==> src/rtl/lpm_lookup.sv <==
// rtl/lpm_lookup.sv - 16/8/8 stride trie-walk lookup stage, one lookup in flight
module lpm_lookup (
    input  logic        CLK,
    input  logic        RST,
    input  logic [95:0] in_first,
    input  logic        in_first__RDY,
    output logic        in_deq__ENA,
    output logic        mem_req__ENA,
    output logic [31:0] mem_req_addr,
    input  logic        mem_req__RDY,
    input  logic        mem_resp__ENA,
    input  logic [31:0] mem_resp_data,
    output logic        out_enq__ENA,
    output logic [63:0] out_enq_v,
    input  logic        out_enq__RDY,
    output logic [31:0] lookups_count,
    output logic [15:0] stray_count
);

    typedef enum logic [1:0] {
        S_IDLE = 2'd0,
        S_REQ  = 2'd1,
        S_WAIT = 2'd2,
        S_SEND = 2'd3
    } state_t;

    state_t      state;
    logic [31:0] key;
    logic [31:0] tag;
    logic [31:0] base;
    logic [1:0]  level;
    logic [30:0] result;
    logic [31:0] index;

    always_comb begin
        index = {24'd0, key[7:0]};
        case (level)
            2'd0:    index = {16'd0, key[31:16]};
            2'd1:    index = {24'd0, key[15:8]};
            default: index = {24'd0, key[7:0]};
        endcase
    end

    // Address is a pure function of registered state, so it stays stable while stalled.
    assign mem_req_addr = base + index;
    assign mem_req__ENA = (state == S_REQ);
    assign in_deq__ENA  = (state == S_IDLE) && in_first__RDY && !RST;
    assign out_enq__ENA = (state == S_SEND) && out_enq__RDY;
    assign out_enq_v    = {tag, 1'b0, result};

    always_ff @(posedge CLK) begin
        if (RST) begin
            state         <= S_IDLE;
            key           <= 32'd0;
            tag           <= 32'd0;
            base          <= 32'd0;
            level         <= 2'd0;
            result        <= 31'd0;
            lookups_count <= 32'd0;
            stray_count   <= 16'd0;
        end else begin
            // Responses only mean something while waiting; anything else is stray.
            if (mem_resp__ENA && (state != S_WAIT) && (stray_count != 16'hFFFF)) begin
                stray_count <= stray_count + 16'd1;
            end
            case (state)
                S_IDLE: begin
                    if (in_first__RDY) begin
                        key   <= in_first[31:0];
                        tag   <= in_first[63:32];
                        base  <= in_first[95:64];
                        level <= 2'd0;
                        state <= S_REQ;
                    end
                end
                S_REQ: begin
                    if (mem_req__RDY) begin
                        state <= S_WAIT;
                    end
                end
                S_WAIT: begin
                    if (mem_resp__ENA) begin
                        if (mem_resp_data[31] || (level == 2'd2)) begin
                            result <= mem_resp_data[30:0];
                            state  <= S_SEND;
                        end else begin
                            base  <= {1'b0, mem_resp_data[30:0]};
                            level <= level + 2'd1;
                            state <= S_REQ;
                        end
                    end
                end
                S_SEND: begin
                    if (out_enq__RDY) begin
                        lookups_count <= lookups_count + 32'd1;
                        state         <= S_IDLE;
                    end
                end
                default: state <= S_IDLE;
            endcase
        end
    end

endmodule

==> config.mk <==
export PLATFORM = sky130hd
export DESIGN_NAME = lpm_lookup
export DESIGN_NICKNAME = d
export VERILOG_FILES = /design/src/rtl/lpm_lookup.sv
export SDC_FILE = /design/constraint.sdc
export NUM_CORES = 1
export LEC_CHECK = 0
export BUFFER_PORTS_ARGS = -buffer_cell sky130_fd_sc_hd__buf_2
export CORE_ASPECT_RATIO = 1.4
export CORE_MARGIN = 2
export CORE_UTILIZATION = 30
export CTS_CLUSTER_DIAMETER = 30
export CTS_CLUSTER_SIZE = 10
export DETAILED_ROUTE_END_ITERATION = 10
export GPL_ROUTABILITY_DRIVEN = 0
export PLACE_DENSITY = 0.57
export SYNTH_ARGS = -nofsm -noshare
export SYNTH_HDL_FRONTEND = slang
export SYNTH_SLANG_ARGS = --single-unit
==> constraint.sdc <==
create_clock -name CLK -period 3.55 [get_ports CLK]
set_input_delay 0.1775 -clock CLK [delete_from_list [all_inputs] [get_ports CLK]]
set_output_delay 0.1775 -clock CLK [all_outputs]
set_load 0.05 [all_outputs]
==> metrics <==
status completed; # clock sinks 179; number of non-filler instances in the completed layout 1,768; share of the yosys chip area belonging to registers 42.71%; placed cell count 1,641; post-layout util 43.85%; Area Overhead vs Synth 44.07%; DIE WIDTH 145.3 um; number of synthesis warnings 0; detailed-placement wirelength estimate 20,610 um; power density cells 434.3 nW/um2; most instantiated cells after synthesis nand2_1 (242), dfxtp_1 (179), a21oi_1 (121); number of synthesized flops with an enable pin 0; CTS Buf Count 17; measured slew at the worst slew-check pin 850.2 ps; fraction of final layout cells sized beyond drive strength 1 29.15%; launching element type of the critical path flip-flop; worst setup slack for register-to-register paths 960 ps; number of max-cap violations 0; Layout Skew 10.01 ps; number of core rows 72; area of all placed cells without fillers 12,090 um2; number of synthesized register bits 179; IO Port Bufs 279; number of fillers in the final layout 2,820; footprint of the flip-flops and latches 3588 um2; cell with the biggest individual delay on the critical path fa_2; type of the worst setup path flip-flop to output port; worst-path maximum fanout 8; Synthesized Nets 1,195; final number of setup-violating endpoints 0; core area 27,570 um2; top-level port count 281; Critical Path End Type output port; unrepaired setup endpoints after global routing true; instance area after placement 10,270 um2; clock tree buffer depth 2; average vias per placed instance 4.777; number of antenna violations at the first check in global routing 5; Peak supply drop 0.3081 mV; Critical Path, Cell by Cell inv_4 -> ha_4 -> nor2_1 -> buf_4 -> nand2_2 -> nand2_2 -> ha_4 -> inv_2 -> fa_2 -> nor2b_4 -> o31ai_4 -> and2_4 -> o211ai_1 -> buf_4 -> nand4_1 -> xnor2_2 -> buf_6; final clock period utilization by the worst path 97.79%; number of library cell types mapped by synthesis 52; clock slew at the register clock pins of the worst setup and hold paths 70 ps; min Tclk post-route 3472 ps; total power draw 5.249 mW; Arr. time, crit path 3290 ps; length of the first detailed-routing pass in iterations 5; most area-hungry cell type in the Yosys netlist dfxtp_1; synthesized area 8389 um2; Worst Hold Class input pin to flip-flop; GRT overflow 0; Multi-input gate area 4845 um2; first-pass GRT wire length 43,810 um; Starting Density 30.43%; pin count of the biggest net entering global routing 110; final number of hold-violating endpoints 0; drt initial violations 372; Async S/R FF share, synth 0%; Synth area leaders dfxtp_1 (43%), nand2_1 (11%), a21oi_1 (7.2%), nor2_1 (4.2%), xnor2_1 (4.1%); residual DRC count 0; leak pwr 5.414 nW; detailed-route wire length per cell 16.25 um; maximum cell stage delay along the critical path 380 ps; level count of the clock H-tree 4; clock tree from TritonCTS done; achievable clock frequency 0.2881 GHz; die area 29,340 um2; number of nets with antenna violations after detailed routing 0; wirelength, routed 28,730 um; Total GRT Usage 18.88%; Vias 8,445; flip-flop cell with the highest count after synthesis dfxtp_1; Slew Limit Headroom 43.32%; Total Nets Final 1,536; number of instances in the synthesized netlist 1,039; CTS Root Cell clkbuf_16; insertion delay of the later-clocked pin in the worst-skew pair 430 ps; Die Height 201.9 um; Required @ worst endpoint 3370 ps; number of global-route vias before repair 8,170; proportion of netlist area held by the largest area contributor 42.71%; dominant cell by count in the synthesized netlist nand2_1; average cell area after synthesis 8.074 um2; number of pins exceeding their max-slew limit in the final report 0
-- stage by stage --
| stage | hold WS (ps) | TNS, ps | setup slack, ps |
|---|---|---|---|
| 2_1_floorplan | 313.5 | -103.0 | -31.90 |
| 4_1_cts | 2.736 | 0 | 4.786 |
| 3_3_place_gp | 418.2 | -161.0 | -109.3 |
| 6_report | 21.92 | 0 | 78.42 |
| 3_5_place_dp | 422.3 | -465.4 | -161.4 |
| 5_1_grt | 12.96 | -110.4 | -67.79 |
-- cells in the final DEF (no fill, tap or decap), drive strengths merged, types with 5 or more instances in the layout --
| master | netlist | routed |
|---|---|---|
| nand2 | 242 | 242 |
| nand4 | 14 | 14 |
| and4 | 7 | 7 |
| dfxtp | 179 | 179 |
| a22oi | 7 | 7 |
| o21ai | 15 | 15 |
| diode | 0 | 5 |
| or3 | 8 | 8 |
| dlygate4sd3 | 0 | 83 |
| mux2i | 33 | 33 |
| xor2 | 29 | 29 |
| o211ai | 5 | 5 |
| ha | 21 | 21 |
| a21o | 10 | 10 |
| nor4 | 9 | 9 |
| nor2 | 93 | 93 |
| a21oi | 121 | 121 |
| nor3 | 13 | 13 |
| inv | 15 | 21 |
| xnor2 | 39 | 39 |
| buf | 10 | 303 |
| clkbuf | 54 | 17 |
| and3 | 11 | 11 |
| and2 | 12 | 12 |
| a211oi | 34 | 34 |
| nand3 | 26 | 26 |
-- cell type report --
class | instances | area share (%)
multi-input combinational | 781 | 40.08
sequential | 179 | 29.69
timing repair buffer | 386 | 20.86
tap | 370 | 3.830
clock buffer | 17 | 3.520
clock inverter | 15 | 1.408
inverter | 15 | 0.5072
antenna | 5 | 0.1035
-- layer usage --
metal  global-route usage (%)  share of wire [%]
met1                    21.22                 41
met2                    34.60                 52
met3                    3.950                4.6
met4                    7.633                3.0
met5                        0              0.045
-- critical path, delay by kind of cell (launching register included) --
family / cells / cell delay (ps)
buf+inv: 5 / 630
compound gates: 2 / 240
xor+xnor: 1 / 200
fa+ha+maj: 3 / 710
flops: 1 / 360
simple gates: 6 / 730
-- worst paths after layout --
kind	start	endpoint	depth (start not counted)
max	level[1]	mem_req_addr[24]	17
min	mem_resp_data[30]	result[30]	3
max reg2reg	level[0]	base[16]	10
min reg2reg	key[28]	key[28]	2
-- power by group --
part           internal (mW)  total [mW]  leakage (nW)  switching [mW]
combinational          0.399        1.12          3.67           0.725
clock                   1.06        1.94         0.281           0.883
sequential              2.10        2.18          1.46          0.0832
-- logic make-up after synthesis --
| family | count (synthesis) | synth area share [%] |
|---|---|---|
| muxes | 35 | 4.340 |
| AOI/OAI and AO/OA | 208 | 14.87 |
| other | 1 | 0.04470 |
| adders and majority gates | 22 | 3.371 |
| xor gates and xnor gates | 68 | 7.099 |
| buffers and inverters | 79 | 3.833 |
| and+or+nand+nor | 447 | 23.73 |
| DFF | 179 | 42.71 |
-- state kept, by name, summed over array words and instances (netlist names) --
name and cells:
tag 32, key 32, stray_count 16, lookups_count 32
result 31, level 2, state 2, base 32
-- timing repair --
item,CTS,global route
endpoints found under the hold margin,83,0
endpoints found under the setup margin,23,19
pin swaps,6,14
resized for setup,40,46
hold buffers,83,0
buffers inserted,3,4
(Power assumes the default switching activity.)
